## config.mk

```make
export PLATFORM = sky130hd
export DESIGN_NAME = mem_arbiter
export DESIGN_NICKNAME = d
export VERILOG_FILES = /design/src/rtl/mem_arb_pkg.sv /design/src/rtl/mem_arb_timer.sv /design/src/rtl/mem_arbiter.sv
export SDC_FILE = /design/constraint.sdc
export NUM_CORES = 1
export LEC_CHECK = 0
export CELL_PAD_IN_SITES_DETAIL_PLACEMENT = 1
export CELL_PAD_IN_SITES_GLOBAL_PLACEMENT = 1
export CORE_ASPECT_RATIO = 0.75
export CORE_UTILIZATION = 27
export CTS_BUF_LIST = sky130_fd_sc_hd__clkbuf_4 sky130_fd_sc_hd__clkbuf_8
export CTS_CLUSTER_SIZE = 28
export DETAILED_ROUTE_END_ITERATION = 10
export HOLD_SLACK_MARGIN = 0.05
export PLACE_DENSITY = 0.76
export SETUP_SLACK_MARGIN = 0.15
export SLEW_MARGIN = 25
export SYNTH_ARGS = -nofsm -noshare
export SYNTH_HDL_FRONTEND = slang
export SYNTH_SLANG_ARGS = --single-unit
export TNS_END_PERCENT = 50
```

## constraint.sdc

```tcl
create_clock -name clk -period 1.8 [get_ports clk]
set_clock_uncertainty 0.05 [all_clocks]
set_input_delay 0.36 -clock clk [delete_from_list [all_inputs] [get_ports clk]]
set_output_delay 0.36 -clock clk [all_outputs]
set_load 0.01 [all_outputs]
```

## src/rtl/mem_arb_pkg.sv

```systemverilog
// Shared types and default parameters for the instruction/data memory arbiter.
package mem_arb_pkg;

  localparam int DEF_AW       = 32;
  localparam int DEF_DW       = 32;
  localparam int DEF_TIMEOUT  = 16;
  localparam int DEF_FAIR_MAX = 4;

  typedef enum logic [1:0] {
    IDLE   = 2'd0,
    BUSY_I = 2'd1,
    BUSY_D = 2'd2,
    DONE   = 2'd3
  } arb_state_e;

  function automatic logic is_busy(input arb_state_e s);
    return (s == BUSY_I) || (s == BUSY_D);
  endfunction

endpackage

```

## src/rtl/mem_arb_timer.sv

```systemverilog
// Clearable, saturating cycle counter that flags the increment reaching TIMEOUT.
module mem_arb_timer #(
  parameter int TIMEOUT = 16
) (
  input  logic clk,
  input  logic reset,
  input  logic clr,
  input  logic inc,
  output logic expired
);

  localparam int CW = $clog2(TIMEOUT + 1);
  localparam logic [CW-1:0] LAST_C = CW'(TIMEOUT - 1);
  localparam logic [CW-1:0] SAT_C  = CW'(TIMEOUT);

  logic [CW-1:0] count_q;
  logic [CW-1:0] count_d;

  // Next count: clear wins, otherwise count up until saturated.
  always_comb begin
    count_d = count_q;
    if (clr) begin
      count_d = '0;
    end else if (inc && (count_q != SAT_C)) begin
      count_d = count_q + CW'(1);
    end else begin
      count_d = count_q;
    end
  end

  // Count register with synchronous reset.
  always_ff @(posedge clk) begin
    if (reset) begin
      count_q <= '0;
    end else begin
      count_q <= count_d;
    end
  end

  // High only on the cycle whose increment would take the count to TIMEOUT.
  assign expired = inc && (count_q == LAST_C);

endmodule

```

## src/rtl/mem_arbiter.sv

```systemverilog
// Two-port (fetch/data) arbiter onto a single valid/ready memory port with
// data priority, instruction starvation guard and response timeout.
module mem_arbiter
  import mem_arb_pkg::*;
#(
  parameter int AW       = DEF_AW,
  parameter int DW       = DEF_DW,
  parameter int TIMEOUT  = DEF_TIMEOUT,
  parameter int FAIR_MAX = DEF_FAIR_MAX
) (
  input  logic          clk,
  input  logic          reset,
  input  logic          i_req,
  input  logic [AW-1:0] i_addr,
  output logic [DW-1:0] i_rdata,
  output logic          i_ready,
  input  logic          d_req,
  input  logic          d_we,
  input  logic [AW-1:0] d_addr,
  input  logic [DW-1:0] d_wdata,
  output logic [DW-1:0] d_rdata,
  output logic          d_ready,
  output logic          m_valid,
  output logic          m_we,
  output logic [AW-1:0] m_addr,
  output logic [DW-1:0] m_wdata,
  input  logic [DW-1:0] m_rdata,
  input  logic          m_ready,
  output logic          bus_err
);

  localparam int FW = $clog2(FAIR_MAX + 1);
  localparam logic [FW-1:0] FAIR_MAX_C = FW'(FAIR_MAX);

  arb_state_e    state_q,   state_d;
  logic          m_valid_q, m_valid_d;
  logic          m_we_q,    m_we_d;
  logic [AW-1:0] m_addr_q,  m_addr_d;
  logic [DW-1:0] m_wdata_q, m_wdata_d;
  logic [DW-1:0] i_rdata_q, i_rdata_d;
  logic [DW-1:0] d_rdata_q, d_rdata_d;
  logic          i_ready_q, i_ready_d;
  logic          d_ready_q, d_ready_d;
  logic          bus_err_q, bus_err_d;
  logic [FW-1:0] fair_q,    fair_d;

  logic grant_s;
  logic is_instr_s;
  logic tmr_inc_s;
  logic tmr_expired_s;
  logic instr_turn_s;

  assign is_instr_s   = (state_q == BUSY_I);
  assign tmr_inc_s    = is_busy(state_q) && !m_ready;
  assign instr_turn_s = i_req && (fair_q == FAIR_MAX_C);

  mem_arb_timer #(
    .TIMEOUT(TIMEOUT)
  ) u_timer (
    .clk    (clk),
    .reset  (reset),
    .clr    (grant_s),
    .inc    (tmr_inc_s),
    .expired(tmr_expired_s)
  );

  // Arbitration, transaction sequencing and response capture.
  always_comb begin
    state_d   = state_q;
    m_valid_d = m_valid_q;
    m_we_d    = m_we_q;
    m_addr_d  = m_addr_q;
    m_wdata_d = m_wdata_q;
    i_rdata_d = i_rdata_q;
    d_rdata_d = d_rdata_q;
    i_ready_d = 1'b0;
    d_ready_d = 1'b0;
    bus_err_d = 1'b0;
    fair_d    = fair_q;
    grant_s   = 1'b0;

    case (state_q)
      IDLE: begin
        if (d_req && !instr_turn_s) begin
          grant_s   = 1'b1;
          state_d   = BUSY_D;
          m_valid_d = 1'b1;
          m_we_d    = d_we;
          m_addr_d  = d_addr;
          m_wdata_d = d_wdata;
          // Only grants that make the fetch port wait count toward fairness.
          if (i_req && (fair_q != FAIR_MAX_C)) begin
            fair_d = fair_q + FW'(1);
          end else begin
            fair_d = fair_q;
          end
        end else if (i_req) begin
          grant_s   = 1'b1;
          state_d   = BUSY_I;
          m_valid_d = 1'b1;
          m_we_d    = 1'b0;
          m_addr_d  = i_addr;
          m_wdata_d = '0;
          fair_d    = '0;
        end else begin
          state_d = IDLE;
        end
      end
      BUSY_I, BUSY_D: begin
        if (m_ready) begin
          state_d   = DONE;
          m_valid_d = 1'b0;
          i_ready_d = is_instr_s;
          d_ready_d = !is_instr_s;
          if (is_instr_s) begin
            i_rdata_d = m_rdata;
          end else if (!m_we_q) begin
            d_rdata_d = m_rdata;
          end else begin
            d_rdata_d = d_rdata_q;
          end
        end else if (tmr_expired_s) begin
          state_d   = DONE;
          m_valid_d = 1'b0;
          i_ready_d = is_instr_s;
          d_ready_d = !is_instr_s;
          bus_err_d = 1'b1;
        end else begin
          state_d = state_q;
        end
      end
      DONE: begin
        state_d = IDLE;
      end
      default: begin
        state_d   = IDLE;
        m_valid_d = 1'b0;
      end
    endcase
  end

  // State and output registers with synchronous reset.
  always_ff @(posedge clk) begin
    if (reset) begin
      state_q   <= IDLE;
      m_valid_q <= 1'b0;
      m_we_q    <= 1'b0;
      m_addr_q  <= '0;
      m_wdata_q <= '0;
      i_rdata_q <= '0;
      d_rdata_q <= '0;
      i_ready_q <= 1'b0;
      d_ready_q <= 1'b0;
      bus_err_q <= 1'b0;
      fair_q    <= '0;
    end else begin
      state_q   <= state_d;
      m_valid_q <= m_valid_d;
      m_we_q    <= m_we_d;
      m_addr_q  <= m_addr_d;
      m_wdata_q <= m_wdata_d;
      i_rdata_q <= i_rdata_d;
      d_rdata_q <= d_rdata_d;
      i_ready_q <= i_ready_d;
      d_ready_q <= d_ready_d;
      bus_err_q <= bus_err_d;
      fair_q    <= fair_d;
    end
  end

  assign m_valid = m_valid_q;
  assign m_we    = m_we_q;
  assign m_addr  = m_addr_q;
  assign m_wdata = m_wdata_q;
  assign i_rdata = i_rdata_q;
  assign d_rdata = d_rdata_q;
  assign i_ready = i_ready_q;
  assign d_ready = d_ready_q;
  assign bus_err = bus_err_q;

endmodule

```

==> Word-level counts from Yosys, hierarchy flattened <==
Cells that the tools add are included.
{ "classes": {"shifts": 0, "mul": 0, "div_mod_pow": 0, "magnitude_cmp": 0, "muxes": 27, "add_sub_neg": 2, "eq_ne": 10, "n_reduce_logical": 22, "bitwise_logic": 3} }
{ "op_table": {"columns": ["op", "n"], "rows": [
  ["$mux W32", 4],
  ["$mux W1", 15],
  ["$mux W3", 3],
  ["$ne A3 B3 Y1 const B", 3],
  ["$reduce_and A3 Y1", 3],
  ["$logic_and A1 B1 Y1", 6],
  ["$mux W2", 3],
  ["$pmux W2 S3", 1],
  ["$reduce_or A2 Y1", 3],
  ["$add A5 B1 Y5 const B", 1],
  ["$eq A5 B4 Y1 const B", 1],
  ["$ne A5 B5 Y1 const B", 1],
  ["$eq A2 B2 Y1 const B", 2],
  ["$reduce_and A4 Y1", 1],
  ["$reduce_bool A2 Y1", 2],
  ["$add A3 B1 Y3 const B", 1],
  ["$eq A3 B3 Y1 const B", 1],
  ["$logic_not A1 Y1", 3],
  ["$not A1 Y1", 3],
  ["$reduce_or A3 Y1", 1],
  ["$eq A2 B1 Y1 const B", 1],
  ["$logic_not A2 Y1", 1],
  ["$ne A2 B1 Y1 const B", 1],
  ["$pmux W1 S2", 1],
  ["2 further kinds", 2]
]} }
{ "word_totals": {"latchBits": 0, "regBits": 143, "wordCells": 76, "memories": 0, "out_inout_bits": 133, "mem_bits_ro": 0, "inputBits": 134, "mem_bits_rw": 0} }

==> Logic depth before layout (Yosys ltp) <==
Gate-level depths: netlist of the first run.
{ "depth": {"ltp_word": 7, "depth_mapped": 8, "mapped_depth_nobuf": 6} }

==> Cells and area by module <==
From an unflattened synthesis of the first run, not the netlist that was laid out.
{ "unflattened": {"cells_unflattened": 703, "hier_area_um2": 5731.7} }
{ "by_module_without_submodules": {"columns": ["module", "cells_each", "instances", "area_each_um2", "seq_area_each_um2"], "rows": [
  ["mem_arbiter", 672, 1, 5445.2, 2762.6],
  ["mem_arb_timer", 31, 1, 286.5, 100.1]
]} }

==> Worst setup path after synthesis of the first run <==
Ideal clock, no wire load.
{ "synth_timing": {"kind": "reg2reg", "startpoint": "reg state_q[0]", "endpoint": "reg u_timer.count_q[2]", "setup_ps": 70, "path_stages_with_launch": 7, "slack_ps": 112, "path_buffers": 1, "arrival_ps": 1568, "period_less_slack_ps": 1688, "required_time_ps": 1680, "path_cell_list": "dfxtp_1 -> inv_1 -> ha_1 -> buf_2 -> nand2b_1 -> or4_1 -> a21oi_1"} }
{ "synth_via": {"elab_chain_len": 4, "word_cells_on_any_way": 8, "cone_classes": "eq/ne (2); mux (1); reduce/logical (5)"} }
{ "synth_rtl": {"columns": ["element", "line", "source"], "rows": [
  ["start: declaration", "mem_arbiter.sv:35", "arb_state_e state_q, state_d;"],
  ["start signal: assignment", "mem_arbiter.sv:157", "state_q <= state_d;"],
  ["$eq A2 B1 Y1 / $eq A2 B2 Y1 (equally long branches)", "mem_arb_pkg.sv:17", "return (s == BUSY_I) || (s == BUSY_D);"],
  ["$logic_or A1 B1 Y1", "mem_arb_pkg.sv:17", null],
  ["$logic_and A1 B1 Y1", "mem_arbiter.sv:54", "assign tmr_inc_s = is_busy(state_q) && !m_ready;"],
  ["$logic_and A1 B1 Y1", "mem_arb_timer.sv:24", "end else if (inc && (count_q != SAT_C)) begin"],
  ["end signal: assignment", "mem_arb_timer.sv:36", "count_q <= count_d;"],
  ["end: declaration", "mem_arb_timer.sv:16", "logic [CW-1:0] count_q;"]
]} }
Parallel ways exist; a longest one is shown, timed or not.
A chain may end at the register's enable or synchronous reset.

==> Final worst setup path of the first run <==
{ "layout_timing": {"startpoint": "reg d_rdata_q[21], in the netlist d_rdata[21]", "endpoint": "out d_rdata[21]"} }
{ "layout_rtl": {"columns": ["element", "line", "source"], "rows": [
  ["start: declaration", "mem_arbiter.sv:41", "logic [DW-1:0] d_rdata_q, d_rdata_d;"],
  ["start signal: assignment", "mem_arbiter.sv:163", "d_rdata_q <= d_rdata_d;"],
  ["end: declaration", "mem_arbiter.sv:21", "output logic [DW-1:0] d_rdata,"]
]} }
No word-level cell between the ends.

==> results of run 1 <==
cell usage after synthesis, drive strengths merged (2+ instances only):
| cell | n | area, um2 |
|---|---|---|
| a21oi | 73 | 369 |
| a22o | 33 | 289 |
| a31oi | 2 | 12.5 |
| and2 | 4 | 25.0 |
| and3 | 3 | 18.8 |
| buf | 27 | 164 |
| clkbuf | 31 | 116 |
| dfxtp | 143 | 2860 |
| ha | 8 | 100 |
| inv | 41 | 154 |
| nand2 | 133 | 499 |
| nand3 | 36 | 180 |
| nand4 | 34 | 213 |
| nand4b | 2 | 17.5 |
| nor2 | 3 | 11.3 |
| nor2b | 2 | 12.5 |
| nor4bb | 2 | 20.0 |
| o21ai | 5 | 25.0 |
| o221ai | 32 | 437 |
per-layer routing:
layer  vias to the layer above  GRT usage  routed length, um
met4                         0     0.0503                274
met1                      2676      0.227               8970
met5                         -          0                  0
li1                       2713          -                  -
met2                       163      0.290               9270
met3                        22     0.0688               1580
cells by family after synthesis:
logic type | Yosys count
compound gates | 151
fa+ha+maj | 8
buf+inv | 99
flops | 143
simple gates | 229
report_power, final:
| part | internal [W] | total, W | switching [W] |
|---|---|---|---|
| logic | 0.00211 | 0.00437 | 0.00226 |
| registers | 0.00382 | 0.00415 | 0.000333 |
| clock network | 0.00130 | 0.00272 | 0.00142 |
| total | 0.00723 | 0.0112 | 0.00401 |
metrics by stage:
stage	hold WS (ns)	setup slack, ns	instances
4_1_cts	0.142	0.0214	1176
6_report	0.173	0.0696	1178
2_1_floorplan	0.386	0.141	630
3_5_place_dp	0.397	-0.0851	1144
5_1_grt	0.160	0.0125	1178
3_3_place_gp	0.391	-0.0315	1144
what timing repair did:
action / 4_1_cts / 5_1_grt
cloned: 0 / 2
setup endpoints to repair: 169 / 159
pin swaps: 0 / 2
hold buffers: 0 / 0
resized for setup: 85 / 62
buffers inserted: 0 / 0
flip-flops by register name, indices dropped and copies added, names as in the netlist:
signal and cells:
m_wdata 32, m_addr 32, i_rdata 32, m_we 1, d_ready 1, i_ready 1
d_rdata 32, state_q 2, bus_err 1, u_timer.count_q 5, m_valid 1, fair_q 3
worst reg2reg max path: cells and delay by family, from the launching register on:
family | cells | cell delay [ns]
AND/OR/NAND/NOR | 2 | 0.38
buffers and inverters | 2 | 0.28
AO/OA/AOI/OAI | 1 | 0.12
flip-flops | 1 | 0.37
adder cells (fa/ha/maj) | 1 | 0.31
path summary, 6_finish.rpt:
check,from,end,depth (start not counted)
max,d_rdata[21],d_rdata[21],1
min,reset,fair_q[0],2
max reg2reg,state_q[0],d_rdata[25],6
min reg2reg,d_rdata[11],d_rdata[11],2
cells in the final DEF (no fill, tap or decap), types with 7 or more instances in the layout:
master,synthesis,layout
nand4_1,34,34
a22o_1,33,33
dfxtp_1,143,138
nand3_1,36,36
dlymetal6s2s_1,0,43
clkbuf_8,0,17
a21oi_1,72,71
buf_12,0,11
o221ai_2,25,25
inv_1,41,41
nand2_1,133,133
o221ai_1,7,7
clkdlybuf4s50_1,0,138
buf_4,0,13
dlygate4sd2_1,0,84
cell type report:
type | count | share of cell area
clock inverter | 14 | 0.0185
multi-input combinational | 388 | 0.264
inverter | 41 | 0.0166
clock buffer | 18 | 0.0261
timing repair buffer | 292 | 0.327
sequential | 143 | 0.310
tap | 282 | 0.0381
==> metrics.yaml, run 1 <==
timing:
  finalSetupViolations: 0
  slew_violations: 0
  rsz0062_at_grt: "true"
  finalSetupTns_ns: 0
  max_slew.worst_pin.slew_ns: 0.408
  relSlewSlack: 0.724
  period_minus_slack_ns: 1.73
  fmax_mhz: 578
  hold_viol_final: 0
  min_period_over_period: 0.961
grt:
  grtUsageTotal: 0.181
  antenna_found_initial: 0
  grt_max_degree: 65
  grt_overflow: 0
  grt_pass1_vias: 5700
  grt_pass1_wl_um: 30600
synth:
  syn-num-nets: 772
  synthesis.area_um2: 5670
  synth_edf_count: 0
  synth_compound_area_frac: 0.210
  yosys.area_share.adder: 0.0176
  synth_xor_area_frac: 0
  muxShareOfSynthArea: 0
  yosys.area_share.simple: 0.191
  async_flop_share: 0
  yosys_warnings: 0
  ys_seq_area_frac: 0.505
  avgSynthCellArea_um2: 9.00
  synthCells: 630
  synth_top_flop_cell: "dfxtp_1"
  synth.distinct_cells: 39
  synth-seq-cells: 143
  synth_top_family_by_area: "compound AO/OA/AOI/OAI gates"
setup_path:
  cp_slowest_cell: "clkdlybuf4s50_1"
  worst_ep_required_time_ns: 1.39
  crit_type: "flop to primary output"
  end_kind: "primary output"
  slowest_delay_ns: 0.54
  crit_path_start_kind: "flop"
  r2r_slack_ns: 0.21
  cp_num_buf_inv: 1
  path_cells: "clkdlybuf4s50_1"
  cpLargestDelayFamily: "buffers and inverters"
  crit_arrival_ns: 1.32
  cp_max_fo: 2
routing:
  drt_first_pass_iters: 6
  drc: 0
  vias: 5574
  drt-initial-drc-count: 292
  routed_wl_um: 20100
  vias_per_cell: 4.73
  post_drt_wl_per_cell_um: 17.1
  final_antenna_net_count: 0
die:
  die_h_um: 128
  core.rowCount: 45
  core_area_um2: 20400
  fp.dieArea_um2: 21600
  ios: 267
  start_util: 0.278
  die_w_um: 169
clocking:
  clockBufferDepth: 2
  clock-root-buffer: "clkbuf_8"
  clkLatencyLatePin_ns: 0.44
  cts_buffers: 17
  clk_pin_slew_worst_paths_ns: 0.08
  cts_num_sinks: 143
  cts_tree: "yes"
  htree_levels: 4
final_layout:
  drive_gt1_frac: 0.116
  syn2layout_area_growth_pct: 63.3
  antenna_cells: 0
  fin_area_um2: 9260
  final_nets: 1025
  seqCellArea_um2: 2870
  fin_util: 0.453
  multi_input_area_um2: 2450
  fillers: 2353
pwr:
  power.density_nw_per_um2: 1210
  power_w: 0.0112
  leakagePower_nw: 4.33
  ir_drop_mv: 0.449
min_path:
  hp-class: "input port to flop"
outcome:
  status: "completed"
run:
  drv_cap: 0
place:
  routabilityCongestion: 0.736
  port_buffers: 266
  dp_hpwl_um: 13600
  dpl_cell_area_um2: 8730
No activity file was read; power rests on OpenSTA's default activity.
==> run 2, diff against run 1 <==
- CORE_MARGIN: unset -> 8
==> run 2 against run 1 <==
Effect of this change:
- fmax is 1.1% higher
- largest power group unchanged
- hold slack better by 0.23 ns
- worst setup slack better by 0.018 ns
- combinational power hardly changed
- critical path type unchanged
- flip-flop and latch count stayed put
- wire length is 8.2% higher
- die area is 20% higher
- global-route usage is 1.8 points lower
- non-clock buffer count is 6 higher
- sequential share of layout area is 0.14 points lower
- sequential power hardly changed
- critical path depth stayed put
==> metrics.yaml, run 2 (same netlist as run 1, synthesis figures left out) <==
final_layout:
  antenna_cells: 0
  mostFrequentLayoutCells: "dfxtp_1 (140), clkdlybuf4s50_1 (134), nand2_1 (133), dlygate4sd2_1 (87), a21oi_1 (72)"
  multi_input_area_um2: 2440
  drive_gt1_frac: 0.119
  syn2layout_area_growth_pct: 63.9
  fillers: 2371
  stdcell_count: 1189
  mostFrequentLayoutCell: "dfxtp_1"
  final_nets: 1031
  fin_area_um2: 9300
  seqCellArea_um2: 2870
routing:
  final_antenna_net_count: 0
  vias_per_cell: 4.69
  post_drt_wl_per_cell_um: 18.3
  vias: 5581
  drc: 0
  drt-initial-drc-count: 197
  drt_first_pass_iters: 5
  routed_wl_um: 21700
grt:
  grt_overflow: 0
  grt_pass1_vias: 5934
  grtUsageTotal: 0.163
  grt_pass1_wl_um: 33500
  grt_max_degree: 74
  antenna_found_initial: 0
timing:
  finalSetupViolations: 0
  finalSetupTns_ns: 0
  period_minus_slack_ns: 1.71
  relSlewSlack: 0.711
  max_slew.worst_pin.slew_ns: 0.427
  hold_viol_final: 0
  rsz0062_at_grt: "true"
  slew_violations: 0
  fmax_mhz: 584
  min_period_over_period: 0.951
  layout_setup_ws_ns: 0.0878
setup_path:
  slowest_delay_ns: 0.54
  crit_type: "flop to primary output"
  cp_num_buf_inv: 1
  cp_slowest_cell: "clkdlybuf4s50_1"
  crit_arrival_ns: 1.30
  path_cells: "clkdlybuf4s50_1"
  cpLargestDelayFamily: "buffers and inverters"
  crit_path_start_kind: "flop"
  end_kind: "primary output"
  cp_max_fo: 2
  worst_ep_required_time_ns: 1.39
run:
  drv_cap: 0
pwr:
  ir_drop_mv: 0.473
  power.density_nw_per_um2: 1190
  leakagePower_nw: 4.37
outcome:
  status: "completed"
place:
  port_buffers: 266
  place_inst: 1155
  dp_hpwl_um: 15700
  routabilityCongestion: 0.743
  dp_slack_ns: -0.141
  dpl_cell_area_um2: 8810
clocking:
  cts_buffers: 17
  clkLatencyLatePin_ns: 0.44
  cts_hold_buf: 0
  clockBufferDepth: 2
  htree_levels: 4
  clk_pin_slew_worst_paths_ns: 0.09
  cts_num_sinks: 143
  cts_tree: "yes"
  clock-root-buffer: "clkbuf_8"
die:
  die_h_um: 142
  core_area_um2: 20900
  fp.dieArea_um2: 26000
  ios: 267
  core.rowCount: 46
  die_w_um: 183
  start_util: 0.272
min_path:
  hp-class: "flop to flop"
run 2: cell count changes in the layout (fill, tap and decap cells not counted), sizes merged:
cell / delta
bufinv: -1
clkbuf: -1
buf: +6
clkinv: +1
dlygate4sd2: +3
clkdlybuf4s50: -4
dlymetal6s2s: +1
run 2: timing repair:
action	CTS	global route
setup endpoints to repair	174	154
pin swaps	0	1
cloned	0	2
resized for setup	87	59
buffers inserted	0	1
run 2: final timing paths:
kind              cells after the start  slack (ns)        start     endpoint
setup / recovery                      1        0.09  i_rdata[26]  i_rdata[26]
hold / removal                        2        0.40  i_rdata[24]  i_rdata[24]
setup reg to reg                      6        0.20    fair_q[0]    m_addr[0]
hold reg to reg                       2        0.40  i_rdata[24]  i_rdata[24]
run 2: report_power, final:
part	internal, W	total (W)	switching, W
Clock	0.00113	0.00253	0.00140
Sequential	0.00382	0.00416	0.000340
Combinational	0.00210	0.00438	0.00228
Total	0.00705	0.0111	0.00401
run 2: layout make-up:
class | instances | area share
Multi-Input combinational cell | 388 | 0.262
Tap cell | 288 | 0.0388
Inverter | 41 | 0.0166
Timing Repair Buffer | 298 | 0.333
Clock inverter | 14 | 0.0156
Sequential cell | 143 | 0.308
Clock buffer | 17 | 0.0252
run 2: routing by layer:
metal	vias up	track usage	wire length, um	part of all wire
li1	2725	-	-	-
met1	2680	0.199	9660	0.44
met2	166	0.261	10000	0.46
met3	10	0.0759	1930	0.089
met4	0	0.0278	133	0.0061
met5	-	0	0	0
run 2: through the flow:
| stage | hold WS [ns] | util | total power, W |
|---|---|---|---|
| after global routing | 0.407 | 0.445 | 0.0118 |
| after detailed placement | 0.397 | 0.422 | 0.00883 |
| after global placement | 0.391 | 0.422 | 0.00873 |
| final | 0.402 | 0.445 | 0.0111 |
| after floorplan | 0.386 | - | 0.00643 |
| after CTS | 0.400 | 0.435 | 0.0111 |
run 2: worst min-delay path, stage by stage, from the launching register on:
cell,delay [ns]
dfxtp_1,0.31
nand2_1,0.05
a21oi_1,0.05
